### src/rtl/cas_recorder.sv
// cas_recorder: SVI-328 cassette recording path.
// Samples the console's 1-bit cassette-write waveform and measures its
// half-periods on a 1 us timebase. Each half-period is classified as
// S (2400 Hz), L (1200 Hz) or GAP. The half-periods are decoded into bits:
// four S halves make a 1 and two L halves make a 0. Bits are framed into
// bytes (a 0 start bit followed by 8 data bits, LSB first) and passed
// through a small FIFO. Bytes are then written sequentially to the SDRAM
// cassette region.
//
// Optional feature macro: CAS_RECORDER_CHECKSUM_EN adds a checksum output
// holding the mod-256 sum of all acknowledged bytes.
//
// Ports:
//   clk          clk_21m3 domain clock
//   reset_n      asynchronous active-low reset
//   rec_en       record armed / motor on; edges ignored while low
//   rec_start    1-cycle synchronous clear of address, count, flags, FIFO
//   tap_in       cassette-write waveform (asynchronous)
//   sdram_addr   byte offset within the cassette region
//   sdram_data   byte to write
//   sdram_we     write request, held until sdram_ready
//   sdram_ready  1-cycle acknowledge from the SDRAM arbiter
//   byte_count   bytes committed to SDRAM
//   status       {full, overflow, frame_err}, all sticky
//   checksum     (CAS_RECORDER_CHECKSUM_EN only) sum of acknowledged bytes
module cas_recorder #(
  parameter int unsigned CLK_DIV      = 21,
  parameter int unsigned SHORT_MAX_US = 312,
  parameter int unsigned TIMEOUT_US   = 1000,
  parameter int unsigned FIFO_DEPTH   = 4
) (
  input  logic        clk,
  input  logic        reset_n,
  input  logic        rec_en,
  input  logic        rec_start,
  input  logic        tap_in,
  output logic [20:0] sdram_addr,
  output logic [7:0]  sdram_data,
  output logic        sdram_we,
  input  logic        sdram_ready,
  output logic [20:0] byte_count,
  output logic [2:0]  status
`ifdef CAS_RECORDER_CHECKSUM_EN
  , output logic [7:0] checksum
`endif
);

  localparam int unsigned PW = (CLK_DIV > 1) ? $clog2(CLK_DIV) : 1;
  localparam int unsigned AW = $clog2(FIFO_DEPTH);
  localparam logic [PW-1:0] PRE_MAX  = PW'(CLK_DIV - 1);
  localparam logic [9:0]    US_SHORT = 10'(SHORT_MAX_US);
  localparam logic [9:0]    US_TMO   = 10'(TIMEOUT_US);
  localparam logic [9:0]    US_TMO_M1 = 10'(TIMEOUT_US - 1);

  typedef enum logic [2:0] {D_HUNT, D_S1, D_S2, D_S3, D_L1} dec_t;
  typedef enum logic       {F_IDLE, F_DATA} frm_t;

  logic          r_sync1, r_sync2, r_sync_d;
  logic [PW-1:0] r_pre;
  logic [9:0]    r_us;
  dec_t          r_dec;
  frm_t          r_frm;
  logic [2:0]    r_idx;
  logic [7:0]    r_shift;
  logic [7:0]    r_mem [FIFO_DEPTH];
  logic [AW:0]   r_wp, r_rp;
  logic          r_we;
  logic [20:0]   r_addr, r_cnt;
  logic [7:0]    r_data;
  logic          r_full, r_ovf, r_ferr;
`ifdef CAS_RECORDER_CHECKSUM_EN
  logic [7:0]    r_csum;
`endif

  logic        w_edge, w_acc, w_tick, w_tmo;
  logic        w_sym_s, w_sym_l, w_sym_g;
  dec_t        w_dec_nxt;
  logic        w_bit_v, w_bit, w_derr;
  logic        w_push;
  logic [7:0]  w_push_data;
  logic        w_empty, w_ffull, w_pop, w_wr, w_ovf;
  logic [20:0] w_cnt_nxt;

  assign w_edge = r_sync2 ^ r_sync_d;
  assign w_acc  = w_edge & rec_en;
  assign w_tick = (r_pre == PRE_MAX);
  // The timeout fires on the tick that carries the counter onto TIMEOUT_US,
  // which happens only once per silent stretch.
  assign w_tmo  = rec_en & w_tick & ~w_acc & (r_us == US_TMO_M1);

  assign w_sym_s = w_acc & (r_us < US_SHORT);
  assign w_sym_l = w_acc & (r_us >= US_SHORT) & (r_us < US_TMO);
  assign w_sym_g = (w_acc & (r_us >= US_TMO)) | w_tmo;

  always_comb begin
    w_dec_nxt = r_dec;
    w_bit_v   = 1'b0;
    w_bit     = 1'b0;
    w_derr    = 1'b0;
    case (r_dec)
      D_HUNT: begin
        if (w_sym_s)      w_dec_nxt = D_S1;
        else if (w_sym_l) w_dec_nxt = D_L1;
      end
      D_L1: begin
        if (w_sym_l) begin
          w_bit_v = 1'b1; w_dec_nxt = D_HUNT;
        end else if (w_sym_s | w_sym_g) begin
          w_derr = 1'b1; w_dec_nxt = D_HUNT;
        end
      end
      D_S1, D_S2, D_S3: begin
        if (w_sym_s) begin
          if (r_dec == D_S1)      w_dec_nxt = D_S2;
          else if (r_dec == D_S2) w_dec_nxt = D_S3;
          else begin
            w_bit_v = 1'b1; w_bit = 1'b1; w_dec_nxt = D_HUNT;
          end
        end else if (w_sym_l | w_sym_g) begin
          w_derr = 1'b1; w_dec_nxt = D_HUNT;
        end
      end
      default: w_dec_nxt = D_HUNT;
    endcase
  end

  always_comb begin
    w_push      = 1'b0;
    w_push_data = '0;
    if (rec_en && w_bit_v && r_frm == F_DATA && r_idx == 3'd7) begin
      w_push      = 1'b1;
      w_push_data = {w_bit, r_shift[7:1]};
    end
  end

  assign w_empty   = (r_wp == r_rp);
  assign w_ffull   = (r_wp[AW] != r_rp[AW]) && (r_wp[AW-1:0] == r_rp[AW-1:0]);
  assign w_pop     = r_we & sdram_ready;
  assign w_wr      = ~rec_start & w_push & ~r_full & (~w_ffull | w_pop);
  assign w_ovf     = w_push & ~r_full & w_ffull & ~w_pop;
  assign w_cnt_nxt = r_cnt + 21'd1;

  always_ff @(posedge clk) begin
    if (w_wr) r_mem[r_wp[AW-1:0]] <= w_push_data;
  end

  always_ff @(posedge clk or negedge reset_n) begin
    if (!reset_n) begin
      r_sync1 <= 1'b0; r_sync2 <= 1'b0; r_sync_d <= 1'b0;
      r_pre <= '0; r_us <= '0;
      r_dec <= D_HUNT; r_frm <= F_IDLE; r_idx <= '0; r_shift <= '0;
      r_wp <= '0; r_rp <= '0;
      r_we <= 1'b0; r_addr <= '0; r_cnt <= '0; r_data <= '0;
      r_full <= 1'b0; r_ovf <= 1'b0; r_ferr <= 1'b0;
`ifdef CAS_RECORDER_CHECKSUM_EN
      r_csum <= '0;
`endif
    end else begin
      r_sync1  <= tap_in;
      r_sync2  <= r_sync1;
      r_sync_d <= r_sync2;
      if (rec_start) begin
        r_pre <= '0; r_us <= '0;
        r_dec <= D_HUNT; r_frm <= F_IDLE; r_idx <= '0; r_shift <= '0;
        r_wp <= '0; r_rp <= '0;
        r_we <= 1'b0; r_addr <= '0; r_cnt <= '0; r_data <= '0;
        r_full <= 1'b0; r_ovf <= 1'b0; r_ferr <= 1'b0;
`ifdef CAS_RECORDER_CHECKSUM_EN
        r_csum <= '0;
`endif
      end else begin
        // timebase: an accepted edge restarts the half-period measurement
        if (w_acc) begin
          r_pre <= '0; r_us <= '0;
        end else if (w_tick) begin
          r_pre <= '0;
          if (r_us != '1) r_us <= r_us + 10'd1;
        end else begin
          r_pre <= r_pre + PW'(1);
        end

        // dropping rec_en abandons any partial bit or byte silently
        if (!rec_en) begin
          r_dec <= D_HUNT;
          r_frm <= F_IDLE;
        end else begin
          r_dec <= w_dec_nxt;
          if (w_derr) r_ferr <= 1'b1;
          case (r_frm)
            F_IDLE: if (w_bit_v && !w_bit) begin
              r_frm <= F_DATA; r_idx <= '0;
            end
            F_DATA: begin
              if (w_sym_g) begin
                r_frm <= F_IDLE; r_ferr <= 1'b1;
              end else if (w_bit_v) begin
                r_shift <= {w_bit, r_shift[7:1]};
                r_idx   <= r_idx + 3'd1;
                if (r_idx == 3'd7) r_frm <= F_IDLE;
              end
            end
            default: r_frm <= F_IDLE;
          endcase
        end

        if (w_wr)  r_wp  <= r_wp + 1'b1;
        if (w_ovf) r_ovf <= 1'b1;
        if (r_full)     r_rp <= r_wp;
        else if (w_pop) r_rp <= r_rp + 1'b1;

        if (w_pop) begin
          r_we  <= 1'b0;
          r_cnt <= w_cnt_nxt;
          if (w_cnt_nxt == '1) r_full <= 1'b1;
`ifdef CAS_RECORDER_CHECKSUM_EN
          r_csum <= r_csum + r_data;
`endif
        end else if (!r_we && !w_empty && !r_full) begin
          r_we   <= 1'b1;
          r_data <= r_mem[r_rp[AW-1:0]];
          r_addr <= r_cnt;
        end
      end
    end
  end

  assign sdram_addr = r_addr;
  assign sdram_data = r_data;
  assign sdram_we   = r_we;
  assign byte_count = r_cnt;
  assign status     = {r_full, r_ovf, r_ferr};
`ifdef CAS_RECORDER_CHECKSUM_EN
  assign checksum   = r_csum;
`endif

endmodule

### config.mk
export PLATFORM = sky130hd
export DESIGN_NAME = cas_recorder
export DESIGN_NICKNAME = d
export VERILOG_FILES = /design/src/rtl/cas_recorder.sv
export SDC_FILE = /design/constraint.sdc
export NUM_CORES = 1
export LEC_CHECK = 0
export ABC_CLOCK_PERIOD_IN_PS = 4740
export CAP_MARGIN = 10
export CORE_MARGIN = 2
export CORE_UTILIZATION = 63
export CTS_BUF_LIST = sky130_fd_sc_hd__clkbuf_8
export DETAILED_ROUTE_END_ITERATION = 12
export PLACE_DENSITY_LB_ADDON = 0.25
export SETUP_SLACK_MARGIN = 0.02
export SLEW_MARGIN = 0
export SYNTH_ARGS = -nofsm -noshare
export SYNTH_HDL_FRONTEND = slang
export SYNTH_SLANG_ARGS = --single-unit
### constraint.sdc
create_clock -name clk -period 4.74 [get_ports clk]
set_clock_uncertainty 0.1 [all_clocks]
set_input_delay 1.422 -clock clk [delete_from_list [all_inputs] [get_ports clk]]
set_output_delay 1.422 -clock clk [all_outputs]
set_load 0.005 [all_outputs]
; ---- Word-level counts from Yosys, hierarchy flattened
; Memories as Yosys holds them, arrays and structs flattened.
; Index checks and enable logic that the tools add are counted.
[word_totals]
elab_cells = 183
mem_count = 1
out_inout_bits = 54
ramBits = 32
in_bits = 6
regBits = 93
[mem_list]
columns = name, words, width, rd, rd_clocked_by_memory_dff, wr, line
row1 = r_mem, 4, 8, 1, 0, 1, 65  ; logic [7:0] r_mem [FIFO_DEPTH];
[classes]
eq_ne = 20
add_sub_neg = 6
bitwise_logic = 26
mux = 77
order_cmp = 4
reduce_logical = 31
[op_table]
columns = op, n
row1 = $mux 21, 5
row2 = $mux 8, 9
row3 = $mux 3, 18
row4 = $mux 10, 4
row5 = $mux 1, 31
row6 = $add 21x1->21 const B, 1
row7 = $eq 21x21->1 const B, 1
row8 = $reduce_bool 2->1, 8
row9 = $and 1x1->1, 15
row10 = $mux 5, 3
row11 = $ne 5x5->1 const B, 3
row12 = $reduce_bool 3->1, 4
row13 = $add 10x1->10 const B, 1
row14 = $eq 10x10->1 const B, 1
row15 = $ge 10x10->1 const B, 1
row16 = $ge 10x9->1 const B, 1
row17 = $lt 10x10->1 const B, 1
row18 = $lt 10x9->1 const B, 1
row19 = $ne 10x10->1 const B, 1
row20 = $add 3x1->3 const B, 3
row21 = $pmux 3 s3, 1
row22 = $reduce_and 4->1, 2
row23 = $logic_and 1x1->1, 7
row24 = $eq 3x2->1 const B, 2
row25 = other kinds (21), 40

; ---- Longest topological paths before layout
[depth]
ltp_word = 15
ltp_mapped = 8
mapped_depth_nobuf = 7

; ---- Least setup slack after synthesis
; Ideal clock, no wire load.
[synth_timing]
path_type = input -> register
startpoint = input port rec_en
endpoint = memory r_mem[3][0] (enable)
required_ns = 4.309
setup_time_ns = 0.331
stages = 4
path_buffers = 0
path_slack_ns = 1.715
arrival_time_ns = 2.594
path_cell_list = nand2_1 -> or3_1 -> a21oi_4 -> and4_1
[synth_between]
elab_chain_len = 14
word_cells_on_any_way = 16
classes_between = mux: 6 / bitwise: 7 / reduce/logical: 3
[synth_lines]
columns = item, line
row1 = start: declaration, 34  ; input logic rec_en,
row2 = $and 1x1->1, 85  ; assign w_acc = w_edge & rec_en;
row3 = $and 1x1->1 (2 in series), 92  ; assign w_sym_l = w_acc & (r_us >= US_SHORT) & (r_us < US_TMO);
row4 = $mux 1, 106  ; if (w_sym_l) begin
row5 = $pmux 1 s2, 100  ; case (r_dec)
row6 = $logic_and 1x1->1 * (3 in series), 130  ; if (rec_en && w_bit_v && r_frm == F_DATA && r_idx == 3'd7) begin
row7 = $mux 1 *, 130
row8 = $and 1x1->1 * (3 in series), 139  ; assign w_wr = ~rec_start & w_push & ~r_full & (~w_ffull | w_pop);
row9 = $mux 1 *, 144  ; if (w_wr) r_mem[r_wp[AW-1:0]] <= w_push_data;
row10 = $mux 1 (implied by the code) *, 144
row11 = end: declaration, 65
; Mark *: on every way between the ends. The rest lies on a longest branch, timed or not.

; ---- Final worst setup path
[layout_timing]
startpoint = input port rec_en
endpoint = memory r_mem[0][7] (enable)
; The elaborated chain is that of the path after synthesis.

==> results.md <==
- Run status: finished clean
- Detail Route Antenna Nets: 0
- GR Overflow Total: 0
- Final period utilization: 0.747
- Final hold vios: 0
- Final core utilization: 0.750
- CP delay by family, top: simple AND/OR/NAND/NOR gates
- Synth warn: 0
- Clk slew on worst S/H paths: 70 ps
- # clock sinks: 124
- Pre-CTS setup slack: 767 ps
- Nets: 581
- Initial antenna violation count: 0
- Hold/Removal Path Class: reg -> reg
- Bufs on Longest Clock Path: 2
- Mapped cell area: 0.00581 sq mm
- Setup TNS: 0 ps
- Via/cell ratio: 5.98
- Crit path cell chain: clkdlybuf4s50_1 > o311ai_2 > or3_1 > a211oi_4 > and2_1
- Power Density: 299 mW/mm^2
- Critical Path End Type: flop
- First DRT Iteration DRCs: 255
- Buf/Inv on CP: 1
- Via count: 4,105
- Slew Limit Fails: 0
- Initial core utilization: 0.637
- Unrepaired setup endpoints after global routing: no
- Detailed Routing Iterations Pass 1: 8
- Die Wd: 100 um
- CTS buffer count: 17
- Top_reg_cell synth: dfrtp_1
- Critical path class: in -> reg
- CP max FO: 8
- Number of flops mapped to enable cells by yosys: 32
- Mapped Nets: 524
- Worst-margin pin slew: 786 ps
- Total die area: 0.0100 sq mm
- Worst EP required: 4740 ps
- Clk Latency, worst-skew pair: 440 ps
- Routed WL: 11.7 mm
- WHS: 264 ps
- RePlAce Congestion: 0.792
- Std-Cell Rows: 35
- Worst path slowest cell: clkdlybuf4s50_1
- Final setup margin: 1200 ps
- Max incr delay on CP: 590 ps
- Commonest non-fill, non-tap cells in the layout: 92 x dfrtp_1, 77 x nor2_1, 57 x clkdlybuf4s50_1, 36 x nand2_1, 36 x mux2i_1
- Pwr Total: 2.04 mW
- # DRC: 0
- Share of cells above drive strength 1: 0.0991
- Post-DP HPWL: 7.93 mm
- # Max-Cap Violations: 0
- Ports: 60
- Post-Layout Cell Count: 686
- H-tree levels: 4
- Post-DP Area: 0.00645 sq mm
- Yosys reg bits: 124
- Fmax: 283 MHz
- Layout Area Growth over Synthesis: 17.6%
- Min Tclk post-route: 3540 ps
- Final setup viols: 0
- VDD IR max: 0.186 mV
- # diodes: 0
- Dpl cells: 654
- # fillers: 601
- Commonest non-fill, non-tap cell in the layout: dfrtp_1
- Seq/Total Area, Yosys: 0.562
- Leakage Power: 2.91 nW
- Core area: 0.00911 sq mm
- Postcts setup bufs: 0
- First-pass GRT wire length: 19.3 mm
- WL/cell: 17.0 um
- Worst slew margin: 0.472
- Pin count of the biggest net entering global routing: 61
- CTS root buffer: clkbuf_8
- CP Launch Type: primary input
- Port bufs: 59
- Post-synth cell types: 60
- Async set-reset flop share out of synthesis: 0.742
- Worst R2R Setup Slack: 2100 ps
- Post_cts resized: 0
- Vias in the first global route: 4,012
- Hold buffers post-CTS: 0
- Die Ht: 100 um
- Syn Area/Cell: 11.5 sq um
- Critical Path AT: 3540 ps
- Final non-filler cell area: 0.00683 sq mm
- CTS tree: done
- Cells after Synth: 505
- All-layer global routing usage: 0.249
## per-layer routing
layer / part of all wire / track usage / vias to the layer above
met5: 0 / 0 / -
met4: 0.017 / 0.0969 / 0
met3: 0.056 / 0.0655 / 23
met1: 0.43 / 0.328 / 2021
li1: - / - / 1903
met2: 0.50 / 0.401 / 158
## worst reg2reg max path, cell delays in order (launching register included)
cell and delay, ps:
dfrtp_1 430, a41oi_1 300, nand2_1 180, or3_1 540, a211oi_4 330, and2_1 410
## area by class of cell
class                           instances  area (sq um)  area share
Multi-Input combinational cell        345          2390       0.350
Sequential cell                       124          3260       0.478
Tap cell                              111           139      0.0203
Clock inverter                         15           150      0.0220
Inverter                               11          41.3     0.00604
Clock buffer                           17           234      0.0342
Timing Repair Buffer                   63           613      0.0897
## cells in the mapped netlist, types with 2 or more instances
| cell type | number | share of area |
|---|---|---|
| xnor2_1 | 13 | 0.020 |
| o21ai_0 | 8 | 0.0069 |
| and4_1 | 5 | 0.0075 |
| mux2_2 | 3 | 0.0058 |
| clkbuf_1 | 12 | 0.0078 |
| or4_1 | 2 | 0.0026 |
| o211ai_1 | 2 | 0.0026 |
| a211oi_1 | 3 | 0.0039 |
| mux2i_1 | 36 | 0.062 |
| dfrtp_1 | 92 | 0.40 |
| nand2_1 | 36 | 0.023 |
| nor2b_1 | 3 | 0.0032 |
| and2_1 | 11 | 0.012 |
| o31a_1 | 2 | 0.0030 |
| nor3b_1 | 2 | 0.0026 |
| nor3_1 | 9 | 0.0078 |
| ha_1 | 13 | 0.028 |
| or3_1 | 6 | 0.0065 |
| nand3_1 | 17 | 0.015 |
| inv_1 | 11 | 0.0071 |
| nor2_1 | 77 | 0.050 |
| mux4_2 | 8 | 0.031 |
| a21oi_1 | 15 | 0.013 |
| o2111ai_1 | 2 | 0.0030 |
| nor4_1 | 2 | 0.0022 |
| edfxtp_1 | 32 | 0.17 |
| and3_1 | 6 | 0.0065 |
| xor2_1 | 23 | 0.035 |
| buf_2 | 8 | 0.0069 |
| buf_4 | 3 | 0.0039 |
| nand4_1 | 14 | 0.015 |
## where the power goes
part | switching [mW] | internal, mW
clock network | 0.430 | 0.463
logic | 0.0393 | 0.0125
registers | 0.00383 | 1.09
total | 0.473 | 1.57
## state kept, by name (all words and copies together), names as in the netlist
signal and cells:
sdram_we 1, r_sync2 1, r_sync_d 1, r_rp 3
r_full 1, r_sync1 1, sdram_data 8, r_idx 3
r_us 10, r_mem 32, r_ovf 1, r_pre 5
r_shift 7, r_ferr 1, byte_count 21, r_dec 3
r_wp 3, sdram_addr 21, r_frm 1
## worst paths after layout
path                                           from                   endpoint  cells past startpoint
worst max-delay path                         rec_en      r_mem[0][7]$_DFFE_PP_                      5
worst min-delay path              r_sync1$_DFF_PN0_          r_sync2$_DFF_PN0_                      0
worst max register to register  r_us[5]$_DFFE_PN0P_      r_mem[0][7]$_DFFE_PP_                      5
worst min register to register    r_sync1$_DFF_PN0_          r_sync2$_DFF_PN0_                      0
max in group asynchronous                   reset_n          r_ovf$_DFFE_PN0P_                      2
min in group asynchronous                   reset_n  sdram_data[2]$_DFFE_PN0P_                      1
## kinds of logic after synthesis
group | count (synthesis) | share of synthesized area
buf+inv | 36 | 0.0282
mux | 47 | 0.0989
fa+ha+maj | 13 | 0.0280
flops | 124 | 0.562
compound gates | 49 | 0.0603
xor+xnor | 36 | 0.0543
simple gates | 200 | 0.168
Power figures use the tool's default switching activity.
